$ cat src/rtl/vga_pkg.sv
// Shared constants and types for the 640x480 @ 60 Hz raster timing generator.
package vga_pkg;

    localparam int H_VISIBLE = 640;
    localparam int H_FRONT   = 16;
    localparam int H_SYNC    = 96;
    localparam int H_BACK    = 48;
    localparam int V_VISIBLE = 480;
    localparam int V_FRONT   = 10;
    localparam int V_SYNC    = 2;
    localparam int V_BACK    = 33;

    localparam int H_TOTAL  = H_VISIBLE + H_FRONT + H_SYNC + H_BACK;
    localparam int V_TOTAL  = V_VISIBLE + V_FRONT + V_SYNC + V_BACK;
    localparam int HS_START = H_VISIBLE + H_FRONT;
    localparam int HS_END   = HS_START + H_SYNC;
    localparam int VS_START = V_VISIBLE + V_FRONT;
    localparam int VS_END   = VS_START + V_SYNC;

    typedef logic [9:0] coord_t;

endpackage

$ cat src/rtl/vga_if.sv
// Raster timing bundle from the timing generator to renderers and encoder.
interface vga_if;
    import vga_pkg::*;

    logic   hs;
    logic   vs;
    logic   blank;
    coord_t DrawX;
    coord_t DrawY;
    logic   frame_start;
    logic   line_start;

    modport master (
        output hs, vs, blank, DrawX, DrawY,
        output frame_start, line_start
    );

    modport slave (
        input hs, vs, blank, DrawX, DrawY,
        input frame_start, line_start
    );

endinterface

$ cat src/rtl/vga_axis_counter.sv
// Wrapping position counter for one raster axis, with look-ahead value.
module vga_axis_counter
    import vga_pkg::*;
#(
    parameter int TOTAL = 800
) (
    input  logic   clk,
    input  logic   reset,
    input  logic   en,
    output coord_t count,
    output coord_t next_count,
    output logic   wrap
);

    localparam coord_t LAST = coord_t'(TOTAL - 1);

    assign wrap = en && (count == LAST);

    always_comb begin
        next_count = count;
        if (wrap)
            next_count = '0;
        else if (en)
            next_count = count + coord_t'(1);
    end

    always_ff @(posedge clk) begin
        if (reset)
            count <= '0;
        else
            count <= next_count;
    end

endmodule

$ cat src/rtl/vga_timing_gen.sv
// VGA raster timing: position counters plus registered sync/blank/markers
// decoded from the look-ahead count so they line up with DrawX/DrawY.
module vga_timing_gen
    import vga_pkg::coord_t;
#(
    parameter int H_VISIBLE = vga_pkg::H_VISIBLE,
    parameter int H_FRONT   = vga_pkg::H_FRONT,
    parameter int H_SYNC    = vga_pkg::H_SYNC,
    parameter int H_BACK    = vga_pkg::H_BACK,
    parameter int V_VISIBLE = vga_pkg::V_VISIBLE,
    parameter int V_FRONT   = vga_pkg::V_FRONT,
    parameter int V_SYNC    = vga_pkg::V_SYNC,
    parameter int V_BACK    = vga_pkg::V_BACK
) (
    input  logic  vga_clk,
    input  logic  reset,
    vga_if.master vga
);

    localparam int H_TOTAL = H_VISIBLE + H_FRONT + H_SYNC + H_BACK;
    localparam int V_TOTAL = V_VISIBLE + V_FRONT + V_SYNC + V_BACK;

    localparam coord_t H_VIS    = coord_t'(H_VISIBLE);
    localparam coord_t V_VIS    = coord_t'(V_VISIBLE);
    localparam coord_t HS_START = coord_t'(H_VISIBLE + H_FRONT);
    localparam coord_t HS_END   = coord_t'(H_VISIBLE + H_FRONT + H_SYNC);
    localparam coord_t VS_START = coord_t'(V_VISIBLE + V_FRONT);
    localparam coord_t VS_END   = coord_t'(V_VISIBLE + V_FRONT + V_SYNC);

    if (H_TOTAL > 1024) begin : g_h_range
        $error("H_TOTAL exceeds 10-bit coordinate range");
    end
    if (V_TOTAL > 1024) begin : g_v_range
        $error("V_TOTAL exceeds 10-bit coordinate range");
    end

    coord_t hc, hc_next;
    coord_t vc, vc_next;
    logic   h_wrap, v_wrap;

    vga_axis_counter #(.TOTAL(H_TOTAL)) u_h_cnt (
        .clk        (vga_clk),
        .reset      (reset),
        .en         (1'b1),
        .count      (hc),
        .next_count (hc_next),
        .wrap       (h_wrap)
    );

    vga_axis_counter #(.TOTAL(V_TOTAL)) u_v_cnt (
        .clk        (vga_clk),
        .reset      (reset),
        .en         (h_wrap),
        .count      (vc),
        .next_count (vc_next),
        .wrap       (v_wrap)
    );

    assign vga.DrawX = hc;
    assign vga.DrawY = vc;

    // A wrap is the only way a counter returns to 0, so the wrap flags
    // mark the next position being x==0 / (0,0).
    always_ff @(posedge vga_clk) begin
        if (reset) begin
            vga.hs          <= 1'b1;
            vga.vs          <= 1'b1;
            vga.blank       <= 1'b0;
            vga.line_start  <= 1'b0;
            vga.frame_start <= 1'b0;
        end else begin
            vga.hs          <= !(hc_next >= HS_START && hc_next < HS_END);
            vga.vs          <= !(vc_next >= VS_START && vc_next < VS_END);
            vga.blank       <= (hc_next < H_VIS) && (vc_next < V_VIS);
            vga.line_start  <= h_wrap;
            vga.frame_start <= v_wrap;
        end
    end

endmodule

$ cat src/flat_wrapper.sv
// flat-port wrapper written by rule: the top's interface ports become plain ports
module vga_timing_gen_flat import vga_pkg::coord_t;
#(
    parameter int H_VISIBLE = vga_pkg::H_VISIBLE,
    parameter int H_FRONT   = vga_pkg::H_FRONT,
    parameter int H_SYNC    = vga_pkg::H_SYNC,
    parameter int H_BACK    = vga_pkg::H_BACK,
    parameter int V_VISIBLE = vga_pkg::V_VISIBLE,
    parameter int V_FRONT   = vga_pkg::V_FRONT,
    parameter int V_SYNC    = vga_pkg::V_SYNC,
    parameter int V_BACK    = vga_pkg::V_BACK
)
  (vga_clk, reset, vga_hs, vga_vs, vga_blank, vga_DrawX, vga_DrawY, vga_frame_start, vga_line_start);
  vga_if vga_i ();
  input  logic vga_clk;
  input  logic reset;
  output wire logic [$bits(vga_i.hs)-1:0] vga_hs;
  output wire logic [$bits(vga_i.vs)-1:0] vga_vs;
  output wire logic [$bits(vga_i.blank)-1:0] vga_blank;
  output wire logic [$bits(vga_i.DrawX)-1:0] vga_DrawX;
  output wire logic [$bits(vga_i.DrawY)-1:0] vga_DrawY;
  output wire logic [$bits(vga_i.frame_start)-1:0] vga_frame_start;
  output wire logic [$bits(vga_i.line_start)-1:0] vga_line_start;
  assign vga_hs = vga_i.hs;
  assign vga_vs = vga_i.vs;
  assign vga_blank = vga_i.blank;
  assign vga_DrawX = vga_i.DrawX;
  assign vga_DrawY = vga_i.DrawY;
  assign vga_frame_start = vga_i.frame_start;
  assign vga_line_start = vga_i.line_start;
  vga_timing_gen #(.H_VISIBLE(H_VISIBLE), .H_FRONT(H_FRONT), .H_SYNC(H_SYNC), .H_BACK(H_BACK), .V_VISIBLE(V_VISIBLE), .V_FRONT(V_FRONT), .V_SYNC(V_SYNC), .V_BACK(V_BACK)) u_core (.vga_clk(vga_clk), .reset(reset), .vga(vga_i));
endmodule
$ cat config.mk
export PLATFORM = sky130hd
export DESIGN_NAME = vga_timing_gen_flat
export DESIGN_NICKNAME = d
export VERILOG_FILES = /design/src/rtl/vga_pkg.sv /design/src/rtl/vga_if.sv /design/src/rtl/vga_axis_counter.sv /design/src/rtl/vga_timing_gen.sv /design/src/flat_wrapper.sv
export SDC_FILE = /design/constraint.sdc
export NUM_CORES = 1
export LEC_CHECK = 0
export ABC_AREA = 1
export BUFFER_PORTS_ARGS = -buffer_cell sky130_fd_sc_hd__buf_2
export CAP_MARGIN = 20
export CORE_ASPECT_RATIO = 0.5
export CORE_MARGIN = 2
export CORE_UTILIZATION = 49
export CTS_CLUSTER_DIAMETER = 100
export DETAILED_ROUTE_END_ITERATION = 7
export PLACE_DENSITY_LB_ADDON = 0.15
export SYNTH_ARGS = -nofsm -noshare
export SYNTH_HDL_FRONTEND = slang
export SYNTH_HIERARCHICAL = 1
export SYNTH_SLANG_ARGS = --single-unit
$ cat constraint.sdc
create_clock -name vga_clk -period 1.85 [get_ports vga_clk]
set_input_delay 0.185 -clock vga_clk [delete_from_list [all_inputs] [get_ports vga_clk]]
set_output_delay 0.185 -clock vga_clk [all_outputs]
set_load 0.02 [all_outputs]
### Yosys cells after proc, flatten, opt, wreduce, memory -nomap -nowiden

Cells that the tools add are included.

| storage, ports and cells | value |
|---|---|
| register bits after elaboration | 25 |
| latch bits | 0 |
| bits in writable memories | 0 |
| bits in read-only memories | 0 |
| input bits | 2 |
| output and inout port bits | 25 |
| word-level logic and storage cells | 26 |
| memories | 0 |

| operators by class | value |
|---|---|
| add/subtract/negate cells | 2 |
| multipliers | 0 |
| divide/modulo/power cells | 0 |
| $lt $le $gt $ge | 6 |
| equality and inequality tests | 2 |
| shifts and indexed selects | 0 |
| mux-type cells | 3 |
| bitwise operators | 0 |
| reductions and logical operators | 6 |

Operator list:

| kind | count |
|---|---|
| two-way mux 10 bit | 3 |
| adder 10 x 1 -> 10 bit, second input constant | 2 |
| == test 10 bit, second input constant | 2 |
| < comparator 10 bit, second input constant | 2 |
| < comparator 10 x 9 -> 1 bit, second input constant | 2 |
| greater-or-equal comparator 10 bit, second input constant | 1 |
| greater-or-equal comparator 10 x 9 -> 1 bit, second input constant | 1 |
| logical AND 1 bit | 4 |
| logical NOT 1 bit | 2 |

### Longest topological paths before layout

| depth | value |
|---|---|
| depth after elaboration | 6 |
| gate-level depth with buffers | 15 |
| gate-level depth less buffers | 15 |

### By module

Netlist, hierarchy kept.

By module, submodules not included:

| module | instances | cells an instance | area an instance (µm²) |
|---|---|---|---|
| vga_axis_counter (u_core.u_h_cnt) | 1 | 95 | 604.3 |
| vga_axis_counter (u_core.u_v_cnt) | 1 | 90 | 603.1 |
| vga_timing_gen | 1 | 33 | 217.7 |

### Worst setup path before layout

OpenSTA, ideal clock, no wires.

| timing path | value |
|---|---|
| path type | flip-flop to flip-flop |
| from | register u_core.u_h_cnt.count[0] |
| to | register u_core.vga.vs |
| setup time | 0.123 ns |
| arrival | 2.037 ns |
| data required time | 1.727 ns |
| path slack | -0.310 ns |
| cell stages (with the launch flop) | 14 |
| path buffers | 0 |
| cells stage by stage | dfxtp_1 -> ha_1 -> nand3_2 -> nor2_4 -> nand3_1 -> inv_1 -> nand2_2 -> nor2_8 -> nand4_1 -> nand3_1 -> inv_1 -> nor2_2 -> nor2b_1 -> nand3_1 |

| on the way | value |
|---|---|
| cells in the longest elaborated chain, start to end | 6 |
| elaborated cells between the ends (all ways) | 8 |
| classes of those cells | order compare (2); eq/ne (1); mux (2); reduce/logical (3) |

RTL lines:

| item | line | RTL |
|---|---|---|
| from (decl) | vga_axis_counter.sv:10 | `output coord_t count,` |
| from (signal assigned) | vga_axis_counter.sv:31 | `count <= next_count;` |
| == test 10 bit (*) | vga_axis_counter.sv:17 | `assign wrap = en && (count == LAST);` |
| net u_core.h_wrap | vga_timing_gen.sv:39 | `logic h_wrap, v_wrap;` |
| two-way mux 10 bit or logical AND 1 bit (tied branches) | vga_axis_counter.sv:23, vga_axis_counter.sv:17 |  |
| two-way mux 10 bit (*) | vga_axis_counter.sv:21 | `if (wrap)` |
| net u_core.vc_next[9] | vga_timing_gen.sv:38 | `coord_t vc, vc_next;` |
| greater-or-equal comparator 10 x 9 -> 1 bit or < comparator 10 x 9 -> 1 bit (tied branches) | vga_timing_gen.sv:73 | `vga.vs <= !(vc_next >= VS_START && vc_next < VS_END);` |
| logical AND 1 bit (*) | vga_timing_gen.sv:73 |  |
| logical NOT 1 bit (*) | vga_timing_gen.sv:73 |  |
| to (signal assigned) | vga_timing_gen.sv:73 |  |
| to (decl) | vga_if.sv:14 | `output hs, vs, blank, DrawX, DrawY,` |

Mark *: on every way through the listed nets, which the timed path passes. The rest lies on a longest branch.
A chain may end at the register's enable or synchronous reset.

### Final worst setup path

Same ends and word-level chain as after synthesis.

==> results list <==
- Top delay family on crit path: simple AND/OR/NAND/NOR gates
- Commonest non-fill, non-tap cell in the layout: sky130_fd_sc_hd__nand2_1
- Max Buffers Root-to-Sink: 2
* Post-DRT Antenna Nets: 0
- Final weighted congestion in routability-driven placement: about 0.8
* Worst reg2reg setup slack: between 0.02 and 0.03 ns
- Antenna violations before repair: 0
- The Yosys step of the flow raised 6 warnings.
- Cells fill 68.0% of the core in the end.
- Wire length per cell after detailed routing: 10.6 um
- Number of violations of the max-capacitance limit: 0
- Clk network pwr share: approximately 37%
* Critical Path End Type: flop
- Clock transition at the registers of the reported paths: roughly 0.1 ns
- For this design, the sink count on the clock tree is 25.
* Worst IR drop on VDD: approximately 0.36 mV
- The analysis attributes to net switching a power of around 0.22 mW.
* Area after DPL: 1700 um2
- Hold_buf cts: 0
- Of the cells placed in the final design, the portion with a size suffix greater than 1 is approximately 29%.
* Maximum number of pins on one net before global-route repair: 25
- Multi-input logic area: 811 um2
- Routed vias: between 1000 and 1500
* Number of fillers in the final layout: ~250
- In this run the power density over the cells is 515 nW/um2.
- Across the whole layout, storage elements account for about 510 um2.
- Critical path buffers and inverters: 2
* Internal power contribution: 0.712 mW
- The count of cells in the finished layout, fillers not included, comes to between 200 and 300.
* Required time of the critical path: just over 2 ns
* Pins Over Slew Limit: 0
- Diode insertion count for antenna repair: 0
- Number of setup violations in the final report: 0
- Final #Nets: around 270
* Placed instance count: 288
- Setup repair after global routing could not meet its margin everywhere.
* Total Power Consumption: between 0.9 and 1 mW
- Buffer type at the clock tree root: sky130_fd_sc_hd__clkbuf_8
* Std cell rows: 13
- Power share of the combinational group: 4.8%
- The number of hold-slack violations in the final timing report is 0.
* Vias in the first global route: roughly 1300
- Layout area overhead: 28.9%
- List of cells traversed by the critical path: ha_4 > nand3_4 > nor2_4 > nand3_2 > inv_4 > nand2_4 > nor2_4 > nand2_2 > o21ai_2 > nand2_1 > inv_1 > nand2_1 > nor2_2 > nand3_1
- Starting Density: between 50% and 60%
* Overall overflow remaining after global route: 0
* Arrival time of the worst setup path: roughly 2 ns
* Status: finished, final reports clean
- The routed design could run at a clock period as short as approximately 1.8 ns.
* Mean number of vias per cell: ~4.8
- Sequential cells account for 58.7% of the total power.
- In this run the static leakage power is approximately 0.99 nW.
- The die is ~80 um wide.
* Worst hold-check slack: around 0.35 ns
- HPWL after DPL: between 2000 and 2500 um
- Synthesized netlist cell count: 213
* Io pins: 27
- The first global-routing pass estimated around 5400 um of wire.
- The cell area that synthesis handed to floorplanning was 1410 um2.
* Highest achievable clock rate: around 0.55 GHz
* Maximum fanout along the worst path: 5
* Die outline area: approximately 3300 um2
* Path category of the worst min-delay check: input pin to flop
- Classification of the worst setup path: flop to flop
- Switching share of power: 23.7%
- The routed design has between 3000 and 4000 um of wire.
- Slowest cell delay on critical path: 0.38 ns
* DR pass1 iterations: 4
* DRC violations left: 0
- For the worst-skew pair, the clock arrives at the later sink with an insertion delay of around 0.27 ns.
- 1st-iter DRT viols: 55
- Die Ht: between 40 and 50 um
- TritonCTS built the clock tree.
- Leaving out fill and tap cells, the most frequent cells in the layout are sky130_fd_sc_hd__nand2_1 (47), sky130_fd_sc_hd__inv_1 (37), sky130_fd_sc_hd__nor2_1 (30).
* Global-route usage over all layers: between 20% and 30%
* Number of levels the H-tree was split into: 1
- After routing the design area is approximately 1800 um2.
* Max Clock Skew: about 0.0066 ns
- In this run the standard cell core region covers about 2700 um2.
- Clock buffer count from CTS: 3
- STA classifies the critical path startpoint as a flop.
* Average footprint of a synthesized cell: about 6.6 um2
- Library cell contributing the largest single delay on the critical path: sky130_fd_sc_hd__dfxtp_4
- The final critical path takes up 98.5% of the cycle.
- In this run the tool buffered the top-level ports with 26 buffer cells.
## state kept, by name, indices dropped and copies added, names as in the netlist
name and count:
u_core/u_h_cnt/count 10, u_core/u_v_cnt/count 10, u_core/vga.blank 1, u_core/vga.frame_start 1
u_core/vga.hs 1, u_core/vga.line_start 1, u_core/vga.vs 1
## worst register-to-register path: cells and delay by family, from the launching register on
family / cells / cell delay, ns
fa+ha+maj: 1 / 0.15
flops: 1 / 0.38
buf+inv: 2 / 0.16
simple gates: 10 / 0.91
compound gates: 1 / 0.13
## path summary, 6_finish.rpt
path	start	to	cells past startpoint
worst max register to register	u_core/u_h_cnt/count[0]	u_core/vga.vs	14
worst min-delay path	reset	u_core/u_v_cnt/count[4]	2
worst max-delay path	u_core/u_h_cnt/count[0]	u_core/vga.vs	14
worst min register to register	u_core/u_v_cnt/count[8]	u_core/u_v_cnt/count[8]	3
## power by group through the flow
stage | clock network [mW] | registers, mW | logic [mW]
after floorplan | 0 | 0.566 | 0.0239
after global placement | 0 | 0.560 | 0.0403
after detailed placement | 0 | 0.560 | 0.0411
after CTS | 0.351 | 0.548 | 0.0412
after global routing | 0.372 | 0.549 | 0.0506
final | 0.341 | 0.548 | 0.0445
## metal layers
| metal | global-route usage, % | routed length, um |
|---|---|---|
| met3 | 6.52 | 224 |
| met2 | 36.6 | 1470 |
| met1 | 24.8 | 1440 |
| met5 | 0 | 0 |
| met4 | 2.03 | 21 |
## per-stage QoR
step / worst slack [ns] / setup TNS (ns)
2_1_floorplan: 0.00512 / 0
3_3_place_gp: 0.0481 / 0
3_5_place_dp: 0.0142 / 0
4_1_cts: 0.0110 / 0
5_1_grt: -0.112 / -0.214
6_report: 0.0283 / 0
## layout make-up
| class | count | area share, % |
|---|---|---|
| multi-input combinational | 150 | 44.7 |
| sequential | 25 | 28.1 |
| timing repair buffer | 41 | 13.4 |
| inverter | 41 | 8.63 |
| tap | 37 | 2.55 |
| clock buffer | 3 | 2.28 |
| clock inverter | 1 | 0.345 |
## timing repair
action,4_1_cts,5_1_grt
buffers inserted,0,6
gates resized for setup,1,5
pin swaps,0,13
endpoints found under the setup margin,1,2
(Power assumes the default switching activity.)
